$ cat src/rtl/dmem_wb_arbiter.sv
// Two-master to one-slave Wishbone pipelined arbiter in front of data memory.
// Define DMEM_ARB_FIXED_PRIO_EN for fixed master-0 priority (default: round-robin).
module dmem_wb_arbiter #(
    parameter int AW              = 13,
    parameter int DW              = 32,
    parameter int SW              = 4,
    parameter int MAX_OUTSTANDING = 4
) (
    input  logic          i_clk,
    input  logic          i_rst_n,
    input  logic          i_m0_cyc,
    input  logic          i_m0_stb,
    input  logic          i_m0_we,
    input  logic [AW-1:0] i_m0_addr,
    input  logic [DW-1:0] i_m0_data,
    input  logic [SW-1:0] i_m0_sel,
    output logic [DW-1:0] o_m0_data,
    output logic          o_m0_ack,
    output logic          o_m0_stall,
    input  logic          i_m1_cyc,
    input  logic          i_m1_stb,
    input  logic          i_m1_we,
    input  logic [AW-1:0] i_m1_addr,
    input  logic [DW-1:0] i_m1_data,
    input  logic [SW-1:0] i_m1_sel,
    output logic [DW-1:0] o_m1_data,
    output logic          o_m1_ack,
    output logic          o_m1_stall,
    output logic          o_s_cyc,
    output logic          o_s_stb,
    output logic          o_s_we,
    output logic [AW-1:0] o_s_addr,
    output logic [DW-1:0] o_s_data,
    output logic [SW-1:0] o_s_sel,
    input  logic [DW-1:0] i_s_data,
    input  logic          i_s_ack,
    input  logic          i_s_stall
);

    localparam int CW = $clog2(MAX_OUTSTANDING + 1);

    typedef enum logic [1:0] {
        IDLE = 2'd0,
        G0   = 2'd1,
        G1   = 2'd2
    } state_t;

    state_t        state_q, state_d;
    logic          last_q, last_d;
    logic [CW-1:0] count_q, count_d, count_nxt;
    logic          full, accept, ack_cnt, tie_pick;

    assign full    = (count_q == CW'(MAX_OUTSTANDING));
    assign accept  = o_s_stb & ~i_s_stall;
    assign ack_cnt = i_s_ack & (count_q != '0);

`ifdef DMEM_ARB_FIXED_PRIO_EN
    assign tie_pick = 1'b0;
`else
    assign tie_pick = ~last_q;
`endif

    // An ACK on an empty counter is a stray response and never underflows
    always_comb begin
        count_nxt = count_q;
        if (accept && !ack_cnt) begin
            count_nxt = count_q + CW'(1);
        end else if (!accept && ack_cnt) begin
            count_nxt = count_q - CW'(1);
        end
    end

    always_comb begin
        state_d = state_q;
        last_d  = last_q;
        count_d = count_q;
        unique case (state_q)
            IDLE: begin
                count_d = '0;
                if (i_m0_cyc && (!i_m1_cyc || !tie_pick)) begin
                    state_d = G0;
                    last_d  = 1'b0;
                end else if (i_m1_cyc) begin
                    state_d = G1;
                    last_d  = 1'b1;
                end
            end
            G0: begin
                if (!i_m0_cyc) begin
                    state_d = IDLE;
                    count_d = '0;
                end else begin
                    count_d = count_nxt;
                end
            end
            G1: begin
                if (!i_m1_cyc) begin
                    state_d = IDLE;
                    count_d = '0;
                end else begin
                    count_d = count_nxt;
                end
            end
            default: begin
                state_d = IDLE;
                count_d = '0;
            end
        endcase
    end

    always_ff @(posedge i_clk) begin
        if (!i_rst_n) begin
            state_q <= IDLE;
            last_q  <= 1'b1;
            count_q <= '0;
        end else begin
            state_q <= state_d;
            last_q  <= last_d;
            count_q <= count_d;
        end
    end

    always_comb begin
        o_s_cyc    = 1'b0;
        o_s_stb    = 1'b0;
        o_s_we     = 1'b0;
        o_s_addr   = '0;
        o_s_data   = '0;
        o_s_sel    = '0;
        o_m0_stall = 1'b1;
        o_m1_stall = 1'b1;
        if (state_q == G0) begin
            o_s_cyc    = i_m0_cyc;
            o_s_stb    = i_m0_stb & ~full;
            o_s_we     = i_m0_we;
            o_s_addr   = i_m0_addr;
            o_s_data   = i_m0_data;
            o_s_sel    = i_m0_sel;
            o_m0_stall = i_s_stall | full;
        end else if (state_q == G1) begin
            o_s_cyc    = i_m1_cyc;
            o_s_stb    = i_m1_stb & ~full;
            o_s_we     = i_m1_we;
            o_s_addr   = i_m1_addr;
            o_s_data   = i_m1_data;
            o_s_sel    = i_m1_sel;
            o_m1_stall = i_s_stall | full;
        end
    end

    // Read data is broadcast; only the owning master sees the ACK
    assign o_m0_ack  = i_s_ack & (state_q == G0);
    assign o_m1_ack  = i_s_ack & (state_q == G1);
    assign o_m0_data = i_s_data;
    assign o_m1_data = i_s_data;

endmodule

$ cat config.mk
export PLATFORM = sky130hd
export DESIGN_NAME = dmem_wb_arbiter
export DESIGN_NICKNAME = d
export VERILOG_FILES = /design/src/rtl/dmem_wb_arbiter.sv
export SDC_FILE = /design/constraint.sdc
export NUM_CORES = 1
export LEC_CHECK = 0
export BUFFER_PORTS_ARGS = -buffer_cell sky130_fd_sc_hd__buf_2
export CORE_AREA = 10 10 92 94
export CTS_CLUSTER_SIZE = 24
export DETAILED_ROUTE_END_ITERATION = 12
export DIE_AREA = 0 0 102 104
export GPL_TIMING_DRIVEN = 0
export PLACE_DENSITY_LB_ADDON = 0.3
export SLEW_MARGIN = 20
export SYNTH_ARGS = -nofsm -noshare
export SYNTH_HDL_FRONTEND = slang
export SYNTH_SLANG_ARGS = --single-unit
$ cat constraint.sdc
create_clock -name i_clk -period 3 [get_ports i_clk]
set_clock_uncertainty 0.1 [all_clocks]
set_input_delay 0.3 -clock i_clk [delete_from_list [all_inputs] [get_ports i_clk]]
set_output_delay 0.3 -clock i_clk [all_outputs]
set_load 0.03 [all_outputs]
# Yosys cells after proc, flatten, opt, wreduce, memory -nomap -nowiden
# Index checks and enable logic that the tools add are counted.
# Widths: inputs -> output; s select.
dict set report word_totals {
  regBits 6
  inputBits 140
}
dict set report classes {
  n_addsub 2
  n_eq_ne 6
  mux 27
  bitwise 9
  reduce_logical 12
}
# cell n
set ops {}
lappend ops {{$mux 32} 2}
lappend ops {{$mux 13} 2}
lappend ops {{$mux 3} 4}
lappend ops {{$mux 1} 11}
lappend ops {{$mux 2} 4}
lappend ops {{$mux 4} 2}
lappend ops {{$and 1x1->1} 6}
lappend ops {{$pmux 2 s3} 1}
lappend ops {{$pmux 3 s2} 1}
lappend ops {{$ne 2x2->1 const B} 2}
lappend ops {{$add 3x1->3 const B} 1}
lappend ops {{$eq 3x3->1 const B} 1}
lappend ops {{$logic_and 1x1->1} 3}
lappend ops {{$logic_not 1->1} 3}
lappend ops {{$ne 3x3->1 const B} 1}
lappend ops {{$reduce_and 3->1} 1}
lappend ops {{$reduce_bool 3->1} 1}
lappend ops {{$sub 3x1->3 const B} 1}
lappend ops {{$eq 2x1->1 const B} 1}
lappend ops {{$eq 2x2->1 const B} 1}
lappend ops {{$logic_not 2->1} 1}
lappend ops {{$not 1->1} 2}
lappend ops {{$reduce_and 2->1} 1}
lappend ops {{$reduce_bool 2->1} 1}
lappend ops {{2 further kinds} 2}

# Longest topological paths before layout
dict set report depth {
  ltp_word 12
  depth_mapped 7
}

# Worst setup path after synthesis
# OpenSTA, ideal clock, no wires.
dict set report synth_path {
  path_kind {register to output}
  from {register state_q[0]}
  to {output o_s_addr[0]}
  arrival_ps 1719
  path_slack_ps 881
  stages_incl_launch_ff 7
  n_path_buf 2
  cell_sequence {dfxtp_1 -> inv_1 -> ha_1 -> buf_2 -> buf_2 -> nand2_1 -> o21ai_0}
}
dict set report synth_between {
  elab_chain_cells 3
}
# item line
set synth_rtl {}
lappend synth_rtl {{start, declared} 48} ;# state_t state_q, state_d;
lappend synth_rtl {{start signal, assigned} 117} ;# state_q <= state_d;
lappend synth_rtl {{$eq 2x2->1} 140} ;# end else if (state_q == G1) begin
lappend synth_rtl {{$mux 13} 140}
lappend synth_rtl {{$mux 13 *} 132} ;# if (state_q == G0) begin
lappend synth_rtl {{end, declared} 32} ;# output logic [AW-1:0] o_s_addr,
# Mark *: on every way between the ends. The rest lies on a longest branch, timed or not.

# Worst setup path after layout
dict set report layout_path {
  from {register state_q[1]}
  to {output o_s_addr[10]}
}
# The elaborated chain is that of the path after synthesis.

==> metrics.md <==
| Metric | Value |
|---|---|
| Worst path max stage delay | `0.32 ns` |
| Setup Fix Bufs, Post-CTS | `0` |
| Mean Syn Cell Area | `a little under 6 µm²` |
| Normalized max-slew margin | `a little over two thirds` |
| Area of the multi-input gates | `1030 µm²` |
| Largest net degree at the start of global routing | `11` |
| Vert. Die Dim | `~100 µm` |
| Placed instance count | `597` |
| RSZ-0062 raised after global routing | `no` |
| GPL Wtd Cong | `0.781` |
| Initial antenna violation count | `0` |
| CP Capture Type | `output pin` |
| P&R area growth vs syn | `73.8%` |
| Fmax | `416 MHz` |
| CTS sink count | `6` |
| Port Buf Inserts | `226` |
| Via count | `2,659` |
| Area of the die | `between 10,000 and 15,000 µm²` |
| DRT iter0 DRCs | `54` |
| Post-route DRC violation count | `0` |
| Resized cells post-CTS | `0` |
| Leakage | `roughly 1.7 nW` |
| Reg2reg setup slack | `1.28 ns` |
| Dpl hpwl | `8300 µm` |
| Critical path type | `register to output pin` |
| Reg area | `120 µm²` |
| RR Endpoint | `count_q[2]$_SDFF_PN0_` |
| Fin cells | `600` |
| H-tree levels | `1` |
| Worst-Skew Late Latency | `0.23 ns` |
| Final design utilization | `44.9%` |
| Drt pass-1 iters | `4` |
| GRT Resource Usage Total | `15.6%` |
| # rows | `30` |
| Cells after synthesis | `roughly 290` |
| Min-delay src | `i_rst_n` |
| Setup ws final | `0.594 ns` |
| Final Hold Viols | `0` |
| Least-Margin Pin Slew | `0.447 ns` |
| Largest fanout on the critical path | `10` |
| Clk buf depth | `2` |
| Ranking of synthesized cells by area | `buf_4 (28%), nand2_1 (22%), o21ai_0 (14%)` |
| Routed wire per std cell | `15.6 µm` |
| Most used cell, CP | `buf_2` |
| Crit path DAT | `about 2 ns` |
| VDD IR max | `0.000191 V` |
| PwrDens | `around 320 nW/µm²` |
| Crit start category | `register` |
| Yosys top cell by area | `buf_4` |
| FILL cells | `about 700` |
| Post-route ant nets | `0` |
| Crit-path slowest cell | `dfxtp_1` |
| Tightest Hold Check Type | `input port to register` |
| Initial Util | `between 20% and 30%` |
| Share of post-route cells with drive strength above 1 | `58.5%` |
| TritonCTS Buffers | `3` |
| Core area | `6680 µm²` |
| I/O pins | `between 200 and 300` |
| WL final | `9350 µm` |
| Grt ovf | `0` |
| R2R cell count | `6` |
| Hold Path End | `last_q$_SDFFE_PN1P_` |
| Placed cell areas | `2960 µm²` |
| CP Cell Sequence | `inv_1, ha_1, buf_2, buf_2, buf_2, nand2_1, o21ai_0, buf_2` |
| Chip width | `a little over 100 µm` |
| Async set-reset flop share out of synthesis | `0%` |
| Status | `completed` |
| Number of global-route vias before repair | `2,665` |
| CTS tree | `yes` |
| Hold_buf cts | `0` |
| Final period utilization | `between 80% and 90%` |
| Post-synth top flop | `dfxtp_1` |
| Post-route design area | `3000 µm²` |
| Yosys warns | `0` |
| CTS Root Cell | `clkbuf_8` |
| Library cells used by synthesis | `38` |
| Post-synth top area share | `27.9%` |
| Final setup TNS | `0 ns` |
| Req. time, crit path | `between 2 and 3 ns` |
| Post-Place Worst Slack | `0.809 ns` |
| Max_cap viols | `0` |
| Power, Total | `0.965 mW` |
| Pins Over Slew Limit | `0` |
| WHS Path Cells | `2` |
| Antenna cells | `0` |
| Number of synthesized flops with an enable pin | `0` |
| Clk slew on worst S/H paths | `0.04 ns` |
| R2R Path Start | `count_q[0]$_SDFF_PN0_` |
| Synthesized Nets | `437` |
| Hold_ws | `0.200 ns` |
| First-pass GRT wire length | `13,700 µm` |
| Final min period | `2.41 ns` |
| Sequential-to-total area share from yosys stat | `6.97%` |
| Flops & latches, synth | `6` |
| Mapped cell area | `1720 µm²` |
| Layout net count | `668` |
| Routed vias/inst | `4.43` |
| Final setup vio count | `0` |
[worst max-delay path, delay by kind of cell (launching register included)]
family                   cells  cell delay (ns)
adder cells (fa/ha/maj)      1             0.26
buffers and inverters        5             1.04
AND/OR/NAND/NOR              1             0.07
flip-flops                   1             0.32
AO/OA/AOI/OAI                1             0.09
[flip-flops by register name, summed over array words and instances (netlist names)]
register,flops
last_q,1
state_q,2
count_q,3
[layer usage]
metal  up-vias  routed length [µm]  track usage (%)
li1       1356                   -                -
met1      1164                3120             14.6
met2       131                4970             30.9
met3         8                1170             5.38
met4         0                  95             2.82
met5         -                   0                0
[synth_stat cells (2+ instances only)]
library cell / number
and2_1: 3
nand3b_1: 2
nand2_1: 101
buf_4: 64
o21ai_0: 49
dfxtp_1: 6
ha_1: 6
buf_2: 7
a21oi_1: 2
clkbuf_1: 5
a22o_1: 5
a21boi_0: 2
nand4_1: 3
nand3_1: 2
inv_1: 6
buf_1: 5
nor2_1: 2
[area by class of cell]
cell class	instances	share of cell area (%)
Timing Repair Buffer	226	37.7
Multi-Input combinational cell	198	34.3
Buffer	81	18.5
Sequential cell	6	4.01
Tap cell	80	3.34
Clock buffer	3	1.38
Inverter	6	0.752
[placed cells by master, fill, tap and decap left out, drive strengths merged, types with 2 or more instances in the layout]
cell,instances
buf,302
nand2,101
o21ai,50
clkbuf,8
inv,6
ha,6
dfxtp,6
a22o,5
and2,3
nand4,3
nand3b,2
a21oi,2
nand3,2
nor2,2
a21boi,2
a22oi,2
[logic make-up (layout without fill, tap and decap cells)]
group,Yosys count,after routing,synth area share [%]
AOI/OAI and AO/OA,70,70,24.5
muxes,1,1,0.581
and+or+nand+nor,120,120,29.0
DFF,6,6,6.97
adders and majority gates,6,6,4.35
xor gates and xnor gates,1,1,1.31
buffers and inverters,87,316,33.4
[worst max path at each step]
stage,startpoint,end,depth (start not counted)
final,state_q[1]$_SDFFE_PN0P_,o_s_addr[10],8
after global routing,state_q[1]$_SDFFE_PN0P_,o_s_data[24],7
after CTS,state_q[1]$_SDFFE_PN0P_,o_s_addr[10],8
after detailed placement,state_q[0]$_SDFFE_PN0P_,o_s_data[24],7
after global placement,state_q[0]$_SDFFE_PN0P_,o_s_data[24],7
after floorplan,state_q[0]$_SDFFE_PN0P_,o_s_addr[0],6
[where the power goes]
part | internal [mW] | leakage (nW) | switching, mW
registers | 0.0852 | 0.0489 | 0.00411
logic | 0.253 | 1.66 | 0.496
clock network | 0.0867 | 0.0216 | 0.0400
No activity file was read; power rests on OpenSTA's default activity.
